**src/rtl/pc_redirect_unit_pkg.sv**
```systemverilog
// Shared types and constants for the PC redirect unit: FSM states, target-source
// encoding and the fetch increment.
package pc_redirect_unit_pkg;

    typedef enum logic [1:0] {
        PCR_RUN    = 2'd0,
        PCR_FLUSH  = 2'd1,
        PCR_HALTED = 2'd2
    } pcr_state_e;

    typedef enum logic [1:0] {
        TGT_NONE = 2'd0,
        TGT_BR   = 2'd1,
        TGT_JAL  = 2'd2,
        TGT_JALR = 2'd3
    } tgt_src_e;

    localparam logic [31:0] PC_INC = 32'd4;

    function automatic logic is_misaligned(input logic [1:0] lsb);
        return lsb != 2'b00;
    endfunction

endpackage

```
**src/rtl/pc_redirect_unit_pc_target_gen.sv**
```systemverilog
// Combinational redirect-target generator: picks the control-transfer source,
// forms the target address and flags targets that are not 4-byte aligned.
module pc_target_gen
    import pc_redirect_unit_pkg::*;
#(
    parameter int unsigned XLEN = 32
) (
    input  logic            branch_taken,
    input  logic            jump,
    input  logic            jalr,
    input  logic [XLEN-1:0] ex_pc,
    input  logic [XLEN-1:0] ex_imm,
    input  logic [XLEN-1:0] jalr_base,
    output logic            req_any,
    output logic [XLEN-1:0] tgt,
    output logic            misaligned
);

    tgt_src_e        src;
    logic [XLEN-1:0] pc_rel_sum;
    logic [XLEN-1:0] jalr_sum;

    assign pc_rel_sum = ex_pc + ex_imm;
    assign jalr_sum   = jalr_base + ex_imm;
    assign req_any    = branch_taken | jump | jalr;

    always_comb begin
        src = TGT_NONE;
        if (jalr) begin
            src = TGT_JALR;
        end else if (jump) begin
            src = TGT_JAL;
        end else if (branch_taken) begin
            src = TGT_BR;
        end
    end

    always_comb begin
        tgt = pc_rel_sum;
        case (src)
            TGT_JALR: tgt = {jalr_sum[XLEN-1:1], 1'b0};
            TGT_JAL,
            TGT_BR:   tgt = pc_rel_sum;
            default:  tgt = pc_rel_sum;
        endcase
    end

    // Alignment is judged after the JALR bit-0 mask, so only bit 1 can trip JALR.
    assign misaligned = is_misaligned(tgt[1:0]);

endmodule

```
**src/rtl/pc_redirect_unit.sv**
```systemverilog
// Program counter owner: consumes EX-stage branch/jump decisions, redirects fetch,
// flushes wrong-path stages, traps misaligned targets and freezes on halt.
module pc_redirect_unit
    import pc_redirect_unit_pkg::*;
#(
    parameter int unsigned     XLEN         = 32,
    parameter logic [XLEN-1:0] RESET_PC     = '0,
    parameter int unsigned     FLUSH_CYCLES = 2
) (
    input  logic            clk,
    input  logic            rst,
    input  logic            stall,
    input  logic            branch_taken,
    input  logic            jump,
    input  logic            jalr,
    input  logic            halt,
    input  logic [XLEN-1:0] ex_pc,
    input  logic [XLEN-1:0] ex_imm,
    input  logic [XLEN-1:0] jalr_base,
    output logic [XLEN-1:0] pc_out,
    output logic [XLEN-1:0] pc_plus4,
    output logic            flush_ifid,
    output logic            flush_idex,
    output logic            misalign_err,
    output logic            halted,
    output logic [31:0]     redirect_count
);

    localparam int unsigned CNT_W = (FLUSH_CYCLES > 1) ? $clog2(FLUSH_CYCLES) : 1;

    pcr_state_e      state;
    pcr_state_e      state_nxt;
    logic [CNT_W-1:0] flush_cnt;
    logic [CNT_W-1:0] flush_cnt_nxt;

    logic            req_any;
    logic            tgt_misaligned;
    logic [XLEN-1:0] tgt;

    logic            req;
    logic            do_halt;
    logic            do_misalign;
    logic            do_redirect;
    logic [XLEN-1:0] pc_nxt;

    pc_target_gen #(
        .XLEN (XLEN)
    ) u_tgt (
        .branch_taken (branch_taken),
        .jump         (jump),
        .jalr         (jalr),
        .ex_pc        (ex_pc),
        .ex_imm       (ex_imm),
        .jalr_base    (jalr_base),
        .req_any      (req_any),
        .tgt          (tgt),
        .misaligned   (tgt_misaligned)
    );

    assign pc_plus4 = pc_out + XLEN'(PC_INC);

    always_ff @(posedge clk) begin
        if (rst) begin
            state <= PCR_RUN;
        end else begin
            state <= state_nxt;
        end
    end

    always_comb begin
        state_nxt     = state;
        flush_cnt_nxt = flush_cnt;
        case (state)
            PCR_RUN: begin
                if (do_halt || do_misalign) begin
                    state_nxt = PCR_HALTED;
                end else if (do_redirect) begin
                    // A single-cycle flush window means no FLUSH residency at all.
                    state_nxt     = (FLUSH_CYCLES > 1) ? PCR_FLUSH : PCR_RUN;
                    flush_cnt_nxt = CNT_W'(FLUSH_CYCLES - 1);
                end
            end
            PCR_FLUSH: begin
                flush_cnt_nxt = flush_cnt - CNT_W'(1);
                if (flush_cnt <= CNT_W'(1)) begin
                    state_nxt = PCR_RUN;
                end
            end
            PCR_HALTED: state_nxt = PCR_HALTED;
            default:    state_nxt = PCR_RUN;
        endcase
    end

    always_comb begin
        req         = (state == PCR_RUN) && req_any;
        do_halt     = (state == PCR_RUN) && halt;
        do_misalign = req && !halt && tgt_misaligned;
        do_redirect = req && !halt && !tgt_misaligned;

        flush_ifid  = do_misalign || do_redirect;
        flush_idex  = do_misalign || do_redirect;
        halted      = (state == PCR_HALTED);

        pc_nxt = pc_out;
        case (state)
            PCR_RUN: begin
                if (do_halt || do_misalign) begin
                    pc_nxt = pc_out;
                end else if (do_redirect) begin
                    pc_nxt = tgt;
                end else if (!stall) begin
                    pc_nxt = pc_plus4;
                end
            end
            PCR_FLUSH: begin
                if (!stall) begin
                    pc_nxt = pc_plus4;
                end
            end
            default: pc_nxt = pc_out;
        endcase
    end

    always_ff @(posedge clk) begin
        if (rst) begin
            pc_out         <= RESET_PC;
            flush_cnt      <= '0;
            misalign_err   <= 1'b0;
            redirect_count <= '0;
        end else begin
            pc_out       <= pc_nxt;
            flush_cnt    <= flush_cnt_nxt;
            misalign_err <= do_misalign;
            if (do_redirect && (redirect_count != '1)) begin
                redirect_count <= redirect_count + 32'd1;
            end
        end
    end

endmodule

```
**config.mk**
```make
export PLATFORM = sky130hd
export DESIGN_NAME = pc_redirect_unit
export DESIGN_NICKNAME = d
export VERILOG_FILES = /design/src/rtl/pc_redirect_unit_pkg.sv /design/src/rtl/pc_redirect_unit_pc_target_gen.sv /design/src/rtl/pc_redirect_unit.sv
export SDC_FILE = /design/constraint.sdc
export NUM_CORES = 1
export LEC_CHECK = 0
export CORE_AREA = 2 2 134 136
export CTS_BUF_LIST = sky130_fd_sc_hd__clkbuf_2
export DETAILED_ROUTE_END_ITERATION = 10
export DIE_AREA = 0 0 136 138
export PLACE_DENSITY = 0.74
export REMOVE_ABC_BUFFERS = 1
export SETUP_SLACK_MARGIN = 0.05
export SLEW_MARGIN = 15
export SYNTH_ARGS = -nofsm -noshare
export SYNTH_HDL_FRONTEND = slang
export SYNTH_SLANG_ARGS = --single-unit
export TNS_END_PERCENT = 30
```
**constraint.sdc**
```tcl
create_clock -name clk -period 4.41 [get_ports clk]
set_clock_uncertainty 0.2 [all_clocks]
set_input_delay 1.323 -clock clk [delete_from_list [all_inputs] [get_ports clk]]
set_output_delay 1.323 -clock clk [all_outputs]
set_load 0.03 [all_outputs]
```
Word level (Yosys, flattened, before mapping)
Cells that the tools add are included.

Flip-flop bits (word level): 68. Input port bits: 103. Output and inout port bits: 100. Word-level logic and storage cells: 52.

Multiplexer cells: 15. $add $sub $neg: 5. Reduce and logical (&&, ||, !) cells: 16. Bitwise operators: 2. $lt $le $gt $ge: 1. Eq/ne operators: 8.

Operators with widths (count): two-way mux 32 bit (4); adder 32 bit (2); one-hot mux 32 bit (2 select lines) (1); adder 32 x 1 -> 32 bit, second input constant (1); adder 32 x 3 -> 32 bit, second input constant (1); != test 32 bit, second input constant (1); two-way mux 2 bit (5); logical AND 1 bit (6); != test 2 bit, second input constant (3); one-hot mux 2 bit (3 select lines) (1); equality test 2 bit, second input constant (2); AND reduction 2 bit (2); nonzero test 2 bit (2); two-way mux 1 bit (3); != test 3 x 2 -> 1 bit, second input constant (1); AND reduction 3 bit (1); equality test 2 x 1 -> 1 bit, second input constant (1); zero test 1 bit (2); zero test 2 bit (1); logical OR 1 bit (2); OR 1 bit (2); one-hot mux 1 bit (2 select lines) (1); <= comparator 1 bit, second input constant (1); subtractor 1 bit, second input constant (1).

Logic depth before layout (Yosys ltp)
Gate-level depths: netlist of run 1.

Word-level depth: 11. Depth in mapped cells: 13. Gate-level depth less buffers: 11.

By module
From an unflattened synthesis of run 1, not the netlist that was laid out.

Cell total of the unflattened synthesis: 1123. Area, all modules: 8144.1 um^2.

By module, submodules not included: pc_redirect_unit (cells an instance 535, seq. area each 1341.3 um^2, instances 1, area an instance 4162.7 um^2); pc_target_gen (cells an instance 588, seq. area each 0.0 um^2, instances 1, area an instance 3981.3 um^2).

Worst setup path before layout of run 1
OpenSTA, ideal clock, no wires.

Path kind: input-to-reg. Start point: input ex_pc[0]. End point: register redirect_count[20]. Setup time: 0.128 ns. Buffers on the path: 1. Arrival: 3.686 ns. Path slack: 0.396 ns. Required time: 4.082 ns. Cell stages on the path: 12. Cells stage by stage: ha_1 > inv_1 > fa_1 > or3b_1 > nand2_1 > nand2_1 > buf_2 > nor4_4 > and2b_1 > nand4_1 > xor2_1 > nor2_1.

Longest elaborated chain between the ends: 6.

RTL lines: from (decl) (RTL line pc_redirect_unit.sv:17) `input logic [XLEN-1:0] ex_pc,`; adder 32 bit (RTL line pc_redirect_unit_pc_target_gen.sv:23) `assign pc_rel_sum = ex_pc + ex_imm;`; two-way mux 32 bit (RTL line pc_redirect_unit_pc_target_gen.sv:40) `case (src)`; nonzero test 2 bit (RTL line pc_redirect_unit_pkg.sv:21) `return lsb != 2'b00;`; zero test 1 bit (RTL line pc_redirect_unit.sv:98) `do_redirect = req && !halt && !tgt_misaligned;`; logical AND 1 bit (RTL line pc_redirect_unit.sv:98); logical AND 1 bit (RTL line pc_redirect_unit.sv:134) `if (do_redirect && (redirect_count != '1)) begin`; to (signal assigned) (RTL line pc_redirect_unit.sv:135) `redirect_count <= redirect_count + 32'd1;`; to (decl) (RTL line pc_redirect_unit.sv:26) `output logic [31:0] redirect_count`.

No other way between the ends. A chain may end at the register's enable or synchronous reset.

Final worst setup path of run 1
Start point: register pc_out[3]. End point: output pc_plus4[14].

Longest elaborated chain between the ends: 1.

RTL lines: from (decl) (RTL line pc_redirect_unit.sv:20) `output logic [XLEN-1:0] pc_out,`; from (signal assigned) (RTL line pc_redirect_unit.sv:131) `pc_out <= pc_nxt;`; adder 32 x 3 -> 32 bit (RTL line pc_redirect_unit.sv:60) `assign pc_plus4 = pc_out + XLEN'(PC_INC);`; to (decl) (RTL line pc_redirect_unit.sv:21) `output logic [XLEN-1:0] pc_plus4,`.

No other way between the ends.

==> results of run 1 <==
registers in the layout (all words and copies together) (netlist names):
name,count
pc_out,32
redirect_count,32
state,2
misalign_err,1
layout by cell type, fill, tap and decap left out, types with 5 or more instances in the layout:
cell,n
nor2b_1,6
clkdlybuf4s50_1,177
xnor2_1,54
a211oi_1,17
nand2_1,112
a211o_1,5
and2_1,12
o21bai_1,11
ha_1,63
clkbuf_2,11
mux2i_1,11
a311oi_1,6
and3_1,24
o21ai_0,64
and4_1,6
a21o_1,35
nand3_1,54
dlygate4sd2_1,15
nand2b_1,8
nor3_1,31
dfxtp_1,66
nand4_1,27
nor4_1,7
o211ai_1,9
buf_4,110
xor2_1,45
nor3b_1,7
inv_1,22
o21a_1,7
a31oi_1,13
a21oi_1,98
nor2_1,92
or3_1,14
power groups by stage:
stage          clock, uW  sequential, uW  combinational (uW)
2_1_floorplan          0             673                 544
3_3_place_gp           0             652                 992
3_5_place_dp           0             652                 996
4_1_cts              361             640                 996
5_1_grt              381             643                1090
6_report             355             640                1020
stage by stage:
step	cells	setup TNS, ns	instance area (um2)	util [%]
5_1_grt	1567	0	10800	61.4
2_1_floorplan	1009	-2.10	7490	-
4_1_cts	1567	0	10800	61.3
3_5_place_dp	1551	-2.71	10700	60.8
3_3_place_gp	1551	-1.15	10700	60.8
6_report	1567	0	10800	61.4
cell families after synthesis:
family                     count (synthesis)  share of synthesized area (%)
DFF                                       67                           17.4
xor gates and xnor gates                  99                           11.3
muxes                                     13                           1.77
AOI/OAI and AO/OA                        319                           27.4
adders and majority gates                 65                           10.8
buffers and inverters                     75                           3.95
and+or+nand+nor                          423                           27.5
worst max-delay path: stages, from the launching register on:
cell and delay (ns):
dfxtp_1 0.48, ha_1 0.24, and3_1 0.27, buf_4 0.16, nand3_1 0.17, nor2_1 0.26, xor2_1 0.15, dlygate4sd2_1 0.44
metal layers:
| metal | routed length, um | GRT usage (%) |
|---|---|---|
| met5 | 0 | 0 |
| met3 | 2110 | 3.26 |
| met1 | 12100 | 39.0 |
| met2 | 12600 | 45.7 |
| met4 | 719 | 8.66 |
final cells by class:
type                    instances  area share, %
inverters                      23          0.803
clock buffers                   9          0.419
clock inverters                 7          0.547
well taps                     229           2.66
flip-flops and latches         67           12.5
multi-input cells             919           56.5
repair buffers                313           26.6
how the worst max path moves through the flow:
stage	start	endpoint
floorplan	halt	pc_out[28]$_SDFFE_PP0P_
global placement	ex_imm[0]	redirect_count[29]$_SDFFE_PP0P_
detailed placement	ex_imm[0]	pc_out[28]$_SDFFE_PP0P_
CTS	pc_out[3]$_SDFFE_PP0P_	pc_plus4[12]
global route	pc_out[4]$_SDFFE_PP0P_	pc_plus4[23]
finish	pc_out[3]$_SDFFE_PP0P_	pc_plus4[14]
what timing repair did:
item | 4_1_cts | 5_1_grt
setup endpoints to repair | 19 | 7
setup buffers | 0 | 0
gates resized for setup | 21 | 9
==> summary.md, run 1 <==
| Metric | Value |
|---|---|
| Max Fanout on Critical Path | 5 |
| Routed vias | 9,168 |
| Worst min path class | reg -> reg |
| CTS tree | built |
| Share of total power in the clock network | 17.7% |
| Yosys top cell by area | dfxtp_1 |
| Asr flop ratio synth | 0% |
| PnR worst setup slack | 0.184 ns |
| MaxCap Viol Count | 0 |
| Sw Ratio | 40.2% |
| Count of different cell masters after synthesis | 82 |
| CTS Buf Count | 9 |
| Storage cell area | 1340 um2 |
| Power Total | 2010 uW |
| Tcrit/Tclk final | 95.8% |
| Tmin final | 4.23 ns |
| Syn_area_per_cell | 7.26 um2 |
| Sink Count | 67 |
| Design internal power | 1200 uW |
| Layout area overhead | 39.6% |
| Setup repair after global routing missed its margin | yes |
| Post-synthesis sequential area ratio | 17.4% |
| GR Overflow Total | 0 |
| Layout Nets | approximately 1,500 |
| GRT Util Overall | 28.2% |
| H-tree depth | 3 |
| CP startpoint kind | flop |
| Cts hold-fix bufs | 0 |
| Iteration count of the initial detailed-routing pass | 7 |
| Port Buffers | 202 |
| P_leak | 0.00455 uW |
| DRC Markers | 0 |
| Synth Flop Type | dfxtp_1 |
| Yosys top cell area share | 17.4% |
| DP HPWL | 22,800 um |
| R2R cell count | 10 |
| CP Capture Type | primary output |
| CTS root buffer | clkbuf_2 |
| R2R Setup Slk | 1.57 ns |
| Initial Util | a little over two fifths |
| Reg2reg start | pc_out[5]$_SDFFE_PP0P_ |
| Sw Pwr | ~810 uW |
| Die Ht | 138 um |
| Synth Register Bits | 67 |
| # fillers | 1,677 |
| Max-slew headroom | 58.7% |
| WHS | between 0.3 and 0.4 ns |
| Slew Limit Fails | 0 |
| Share of cells above drive strength 1 | 11.5% |
| Status | finished, final reports clean |
| Wire length per cell | between 15 and 20 um |
| Largest net degree at the start of global routing | 52 |
| Via-to-Cell Ratio | 5.85 |
| CP Data Arrival Time | 2.70 ns |
| Core area | around 18,000 um2 |
| Post-synthesis cell count | 1,061 |
| Flop pwr share | 31.8% |
| Final WL | 27,600 um |
| Most common cell in the netlist | nand2_1 |
| Final setup vio count | 0 |
| Least-Margin Pin Slew | 0.611 ns |
| Max Buffers Root-to-Sink | 2 |
| Global placer's final weighted congestion | slightly below 1 |
| Rows | 49 |
| Cell Pwr Density | 187 nW/um2 |
| Maximum vdd ir drop | 108 uV |
| CTS clk-pin slew, worst paths | 0.18 ns |
| Ranking of synthesized cells by area | dfxtp_1 (17%), ha_1 (10%), a21oi_1 (6.4%) |
| Diode count | 0 |
| Hold Path Sink | pc_out[0]$_SDFFE_PP0P_ |
| Top-Level Pins | 203 |
| DR iter-0 viols | 836 |
| Initial antenna violation count | 0 |
| DP Worst Slack | -0.223 ns |
| Comb pwr share | ~51% |
| Vias in the first global route | ~8,300 |
| Fin. Hold Viols | 0 |
| Mapped cell area | 7700 um2 |
| Die area | 18,800 um2 |
| Hold Startpoint | pc_out[0]$_SDFFE_PP0P_ |
| Final ANT Viol Nets | 0 |
| First-pass GRT wire length | roughly 43,000 um |
| CP Class | reg -> out |
| Worst skew pair latency | 0.54 ns |
| Reg-to-Reg End | pc_out[25]$_SDFFE_PP0P_ |
| Peak Freq | 237 MHz |
| Footprint of the multi-input gates | 6070 um2 |
| WP data required | 2.89 ns |
| Most instantiated cells after synthesis | nand2_1 (112), a21oi_1 (98), nor2_1 (92), dfxtp_1 (67), o21ai_0 (64) |
| Horiz. Die Dim | 136 um |
| Worst hold stages | 1 |
| Post-synth EDFFs | 0 |
| Ys Warns | 0 |
No activity file was read; power rests on OpenSTA's default activity.
==> run 2: changes to the inputs <==
==> constraint.sdc (replaced) <==
create_clock -name clk -period 5.1 [get_ports clk]
set_clock_uncertainty 0.2 [all_clocks]
set_input_delay 1.53 -clock clk [delete_from_list [all_inputs] [get_ports clk]]
set_output_delay 1.53 -clock clk [all_outputs]
set_load 0.03 [all_outputs]
==> summary.md, run 2 (synthesized netlist as in run 1, its figures left out) <==
| Metric | Value |
|---|---|
| Design area | 10,100 um2 |
| Final ANT Viol Nets | 0 |
| Wire length per cell | 17.2 um |
| WHS | 0.302 ns |
| MaxCap Viol Count | 0 |
| Top-Level Pins | 203 |
| CTS root buffer | clkbuf_2 |
| Final setup vio count | 0 |
| Most used cell, CP | clkdlybuf4s50_1 |
| Slew Limit Fails | 0 |
| First-pass GRT wire length | just over 40,000 um |
| Critical-path cell list | clkdlybuf4s50_1 -> or3_4 -> nor2_1 -> clkdlybuf4s50_1 |
| Share of cells above drive strength 1 | 5.36% |
| Most frequent cells in the layout | clkdlybuf4s50_1 (200), nand2_1 (112), a21oi_1 (98) |
| Fin. Hold Viols | 0 |
| R2R cell count | 9 |
| Via-to-Cell Ratio | between 5 and 6 |
| Setup crit end | flush_idex |
| Status | finished, final reports clean |
| Critical Path Source | halt |
| Power Total | 1720 uW |
| CP Depth | 4 |
| Reg-to-Reg End | pc_out[30]$_SDFFE_PP0P_ |
| CP startpoint kind | input pin |
| Dpl cell area | around 10000 um2 |
| Diode count | 0 |
| Top delay family on crit path | buffers and inverters |
| DRC Markers | 0 |
| Final WL | 25,400 um |
| WP data required | between 3 and 4 ns |
| Cell Pwr Density | 169 nW/um2 |
| DP HPWL | 20,700 um |
| Final setup TNS | 0 ns |
| Tmin final | just under 5 ns |
| CP Capture Type | primary output |
| Vias in the first global route | 7,884 |
| Die area | 18,800 um2 |
| Worst skew pair latency | approximately 0.55 ns |
| Final Non-Filler Cells | 1,480 |
| Largest stage delay on the critical path | 0.71 ns |
| Cts hold-fix bufs | 0 |
| Reg2reg start | pc_out[3]$_SDFFE_PP0P_ |
| Rows | 49 |
| Layout area overhead | 31.4% |
| Initial antenna violation count | 0 |
| Layout Nets | 1,414 |
| Die Ht | 138 um |
| Largest net degree at the start of global routing | 41 |
| H-tree depth | 3 |
| Worst min path class | reg -> reg |
| Critical Path Slowest Stage Cell | clkdlybuf4s50_1 |
| Tcrit/Tclk final | 97.2% |
| CTS clk-pin slew, worst paths | 0.18 ns |
| Initial Util | 43.9% |
| # fillers | 1,702 |
| Peak Freq | 202 MHz |
| Setup repair after global routing missed its margin | no |
| Core area | ~18,000 um2 |
| Max Buffers Root-to-Sink | 2 |
| Worst path bufs/invs | 2 |
| Commonest non-fill, non-tap cell in the layout | clkdlybuf4s50_1 |
| Routed vias | 8,821 |
| Iteration count of the initial detailed-routing pass | 6 |
| CTS tree | built |
| Max-slew headroom | between 50% and 60% |
| Least-Margin Pin Slew | 0.724 ns |
| Placed cells | 1,464 |
| CP Class | in -> out |
| Maximum vdd ir drop | 100 uV |
| CTS Buf Count | 9 |
| P_leak | approximately 0.004 uW |
| Max Fanout on Critical Path | 3 |
| R2R Setup Slk | 2.27 ns |
| GRT Util Overall | 26.3% |
| Regs by FF count | pc_out: 32 flops, redirect_count: 32 flops, state: 2 flops |
| Global placer's final weighted congestion | slightly below 1 |
| Port Buffers | 202 |
| DR iter-0 viols | 817 |
| GR Overflow Total | 0 |
| Horiz. Die Dim | 136 um |
| Sink Count | 67 |
| CP Data Arrival Time | 3.23 ns |
run 2: changes by cell type in the layout (fill, tap and decap cells not counted):
| cell | previous run | this run |
|---|---|---|
| clkinv_1 | 4 | 1 |
| buf_12 | 3 | 0 |
| dfxtp_1 | 66 | 65 |
| clkdlybuf4s50_1 | 177 | 200 |
| dlygate4sd2_1 | 15 | 0 |
| dfxtp_2 | 1 | 2 |
| clkdlybuf4s15_1 | 1 | 0 |
| bufinv_16 | 1 | 2 |
| buf_4 | 110 | 24 |
| dlymetal6s2s_1 | 4 | 1 |
run 2: worst min-delay path by stage:
stage | from | endpoint | slack, ns | cells past startpoint
4_1_cts | pc_out[0]$_SDFFE_PP0P_ | pc_out[0]$_SDFFE_PP0P_ | 0.31 | 1
5_1_grt | state[0]$_SDFFE_PP0P_ | state[1]$_SDFFE_PP0P_ | 0.33 | 1
3_5_place_dp | pc_out[0]$_SDFFE_PP0P_ | pc_out[0]$_SDFFE_PP0P_ | 0.28 | 1
2_1_floorplan | state[0]$_SDFFE_PP0P_ | state[1]$_SDFFE_PP0P_ | 0.24 | 1
6_report | pc_out[0]$_SDFFE_PP0P_ | pc_out[0]$_SDFFE_PP0P_ | 0.30 | 1
3_3_place_gp | pc_out[0]$_SDFFE_PP0P_ | pc_out[0]$_SDFFE_PP0P_ | 0.29 | 1
run 2: layout make-up:
cell class	count	area [um2]	area share [%]
sequential	67	1340	13.3
multi-input combinational	919	6070	60.0
clock inverter	5	77.6	0.766
clock buffer	11	55.1	0.544
inverter	23	86.3	0.853
timing repair buffer	226	2200	21.7
tap	229	287	2.83
run 2: timing repair:
item | 4_1_cts | 5_1_grt
setup endpoints to repair | 1 | 4
buffers inserted | 0 | 0
resized for setup | 1 | 4
run 2: per-stage QoR:
step | setup WS, ns | util, %
final | 0.142 | 57.7
after global routing | 0.0657 | 57.7
after CTS | 0.139 | 57.7
after detailed placement | -0.0290 | 56.9
after global placement | 0.0654 | 56.9
after floorplan | 0.251 | -
run 2: power by group:
part / switching, uW / leakage [uW] / internal (uW) / total [uW]
clock: 199 / 0.0000819 / 165 / 364
combinational: 448 / 0.00338 / 346 / 794
sequential: 22.2 / 0.000542 / 536 / 558
run 2: layer usage:
| metal | up-vias | part of all wire (%) | global-route usage [%] | wire length (um) |
|---|---|---|---|---|
| li1 | 4292 | - | - | - |
| met1 | 4044 | 44 | 37.2 | 11200 |
| met2 | 438 | 45 | 41.7 | 11400 |
| met3 | 47 | 8.2 | 2.57 | 2080 |
| met4 | 0 | 2.5 | 8.66 | 637 |
| met5 | - | 0 | 0 | 0 |
==> run 3: changes to the inputs <==
--- a/config.mk
+++ b/config.mk
@@ -5,11 +5,11 @@
 export SDC_FILE = /design/constraint.sdc
 export NUM_CORES = 1
 export LEC_CHECK = 0
-export CORE_AREA = 2 2 134 136
+export CORE_AREA = 2 2 142 144
 export CTS_BUF_LIST = sky130_fd_sc_hd__clkbuf_2
 export DETAILED_ROUTE_END_ITERATION = 10
-export DIE_AREA = 0 0 136 138
-export PLACE_DENSITY = 0.74
+export DIE_AREA = 0 0 144 146
+export PLACE_DENSITY = 0.67
 export REMOVE_ABC_BUFFERS = 1
 export SETUP_SLACK_MARGIN = 0.05
 export SLEW_MARGIN = 15
==> summary.md, run 3 (synthesized netlist as in run 1, its figures left out) <==
| Metric | Value |
|---|---|
| Met1 Resource Use GR | about a third |
| Vias in the first global route | 7,902 |
| Global placer's final weighted congestion | 0.976 |
| Largest net degree at the start of global routing | 59 |
| WP data required | 3.37 ns |
| CTS Buf Count | 9 |
| DRC Markers | 0 |
| Met3 Resource Use GR | 2.27% |
| Routed vias | 8,721 |
| Final ANT Viol Nets | 0 |
| Core area | 19,300 um2 |
| Sink Count | 67 |
| Rows | 51 |
| Worst min path class | reg -> reg |
| Layout Nets | about 1,400 |
| Tmin final | 4.97 ns |
| Top-Level Pins | 203 |
| Final setup vio count | 0 |
| Die Ht | 146 um |
| First-pass GRT wire length | 41,600 um |
| Via-to-Cell Ratio | 5.72 |
| Power Total | around 1700 uW |
| Max-slew headroom | around 40% |
| Design internal power | 949 uW |
| CTS root buffer | clkbuf_2 |
| Sw Ratio | a little over two fifths |
| CP Class | in -> out |
| Share of total power in the clock network | 17.5% |
| Commonest non-fill, non-tap cell in the layout | clkdlybuf4s50_1 |
| DP Worst Slack | -0.0288 ns |
| CTS tree | built |
| Layout area overhead | 32.3% |
| Storage cell area | 1340 um2 |
| GR Overflow Total | 0 |
| MaxCap Viol Count | 0 |
| Port Buffers | 202 |
| Fin. Hold Viols | 0 |
| GR met2 Demand/Resource | around two fifths |
| CP startpoint kind | input pin |
| Iteration count of the initial detailed-routing pass | 5 |
| Die area | 21,000 um2 |
| GR peak layer | met2 |
| Most frequent cells in the layout | clkdlybuf4s50_1 (198), nand2_1 (112), a21oi_1 (98) |
| CP Data Arrival Time | approximately 3.2 ns |
| Least-Margin Pin Slew | 0.889 ns |
| Initial Util | 39.8% |
| GRT Util Overall | 24.6% |
| Worst skew pair latency | 0.55 ns |
| Wire length per cell | 17.5 um |
| Flop pwr share | between 30% and 40% |
| Cell Pwr Density | 162 nW/um2 |
| Slew Limit Fails | 0 |
| Max Fanout on Critical Path | 3 |
| Setup repair after global routing missed its margin | no |
| DP HPWL | 21,900 um |
| Tcrit/Tclk final | 97.4% |
| Status | finished, final reports clean |
| # fillers | 1,927 |
| P_leak | between 0.004 and 0.005 uW |
| Horiz. Die Dim | 144 um |
| Initial antenna violation count | 1 |
| Max Buffers Root-to-Sink | 2 |
| CP Capture Type | primary output |
| Peak Freq | 201 MHz |
| PnR worst setup slack | between 0.1 and 0.15 ns |
| Sw Pwr | 703 uW |
| Footprint of the multi-input gates | 6080 um2 |
| Share of cells above drive strength 1 | 5.73% |
| Final WL | roughly 27,000 um |
| Comb pwr share | between 40% and 50% |
| Maximum vdd ir drop | roughly 74 uV |
| Regs by FF count | pc_out: 32 flops, redirect_count: 32 flops, state: 2 flops |
| H-tree depth | 3 |
| CTS clk-pin slew, worst paths | 0.24 ns |
| DR iter-0 viols | 845 |
run 3: cell types whose count changed in the layout (fill, tap and decap cells not counted), sizes merged, moves of 2 or more:
cell / before / now
buf: 25 / 31
diode: 0 / 2
clkbuf: 11 / 9
bufinv: 2 / 0
clkinvlp: 1 / 3
clkdlybuf4s50: 200 / 198
dlymetal6s2s: 1 / 3
run 3: path summary, 6_finish.rpt:
| path | from | end | slack (ns) | depth (start not counted) |
|---|---|---|---|---|
| max | halt | flush_ifid | 0.13 | 4 |
| min reg2reg | state[0]$_SDFFE_PP0P_ | state[1]$_SDFFE_PP0P_ | 0.30 | 1 |
| min | state[0]$_SDFFE_PP0P_ | state[1]$_SDFFE_PP0P_ | 0.30 | 1 |
| max reg2reg | pc_out[2]$_SDFFE_PP0P_ | pc_out[28]$_SDFFE_PP0P_ | 2.21 | 9 |
run 3: metrics by stage:
stage          util [%]  TNS (ns)  std cells  hold slack (ns)  instance area (um2)
2_1_floorplan         -         0       1009            0.240                 7490
3_3_place_gp       52.0         0       1504            0.281                10000
3_5_place_dp       52.0   -0.0372       1504            0.274                10000
4_1_cts            52.5         0       1520            0.299                10200
5_1_grt            52.7         0       1523            0.310                10200
6_report           52.7         0       1524            0.299                10200
run 3: worst max-delay path, cell delays in order:
cell and delay (ns):
clkdlybuf4s50_1 0.43, or3_4 0.36, nor2_1 0.20, clkdlybuf4s50_1 0.71
run 3: power by group through the flow:
stage          Combinational, uW  Clock (uW)  Sequential, uW
2_1_floorplan                470           0             582
3_3_place_gp                 790           0             567
3_5_place_dp                 790           0             567
4_1_cts                      795         292             557
5_1_grt                      872         311             560
6_report                     807         289             557
run 3: timing repair:
action                                  in CTS  in global routing
setup buffers                                0                  2
endpoints found under the setup margin       1                  5
gates resized for setup                      1                  5
pin swaps                                    0                  1
gates cloned                                 0                  0
hold buffers                                 0                  0
run 3: cell type report:
type | instances | share of cell area (%)
clock buffers | 9 | 0.442
clock inverters | 7 | 0.528
diodes | 2 | 0.0491
well taps | 265 | 3.25
flip-flops and latches | 67 | 13.2
repair buffers | 232 | 22.1
multi-input cells | 919 | 59.6
inverters | 23 | 0.847
run 3: metal layers:
metal | part of all wire (%) | up-vias
li1 | - | 4305
met1 | 47 | 4051
met2 | 45 | 330
met3 | 6.6 | 35
met4 | 1.6 | 0
met5 | 0 | -
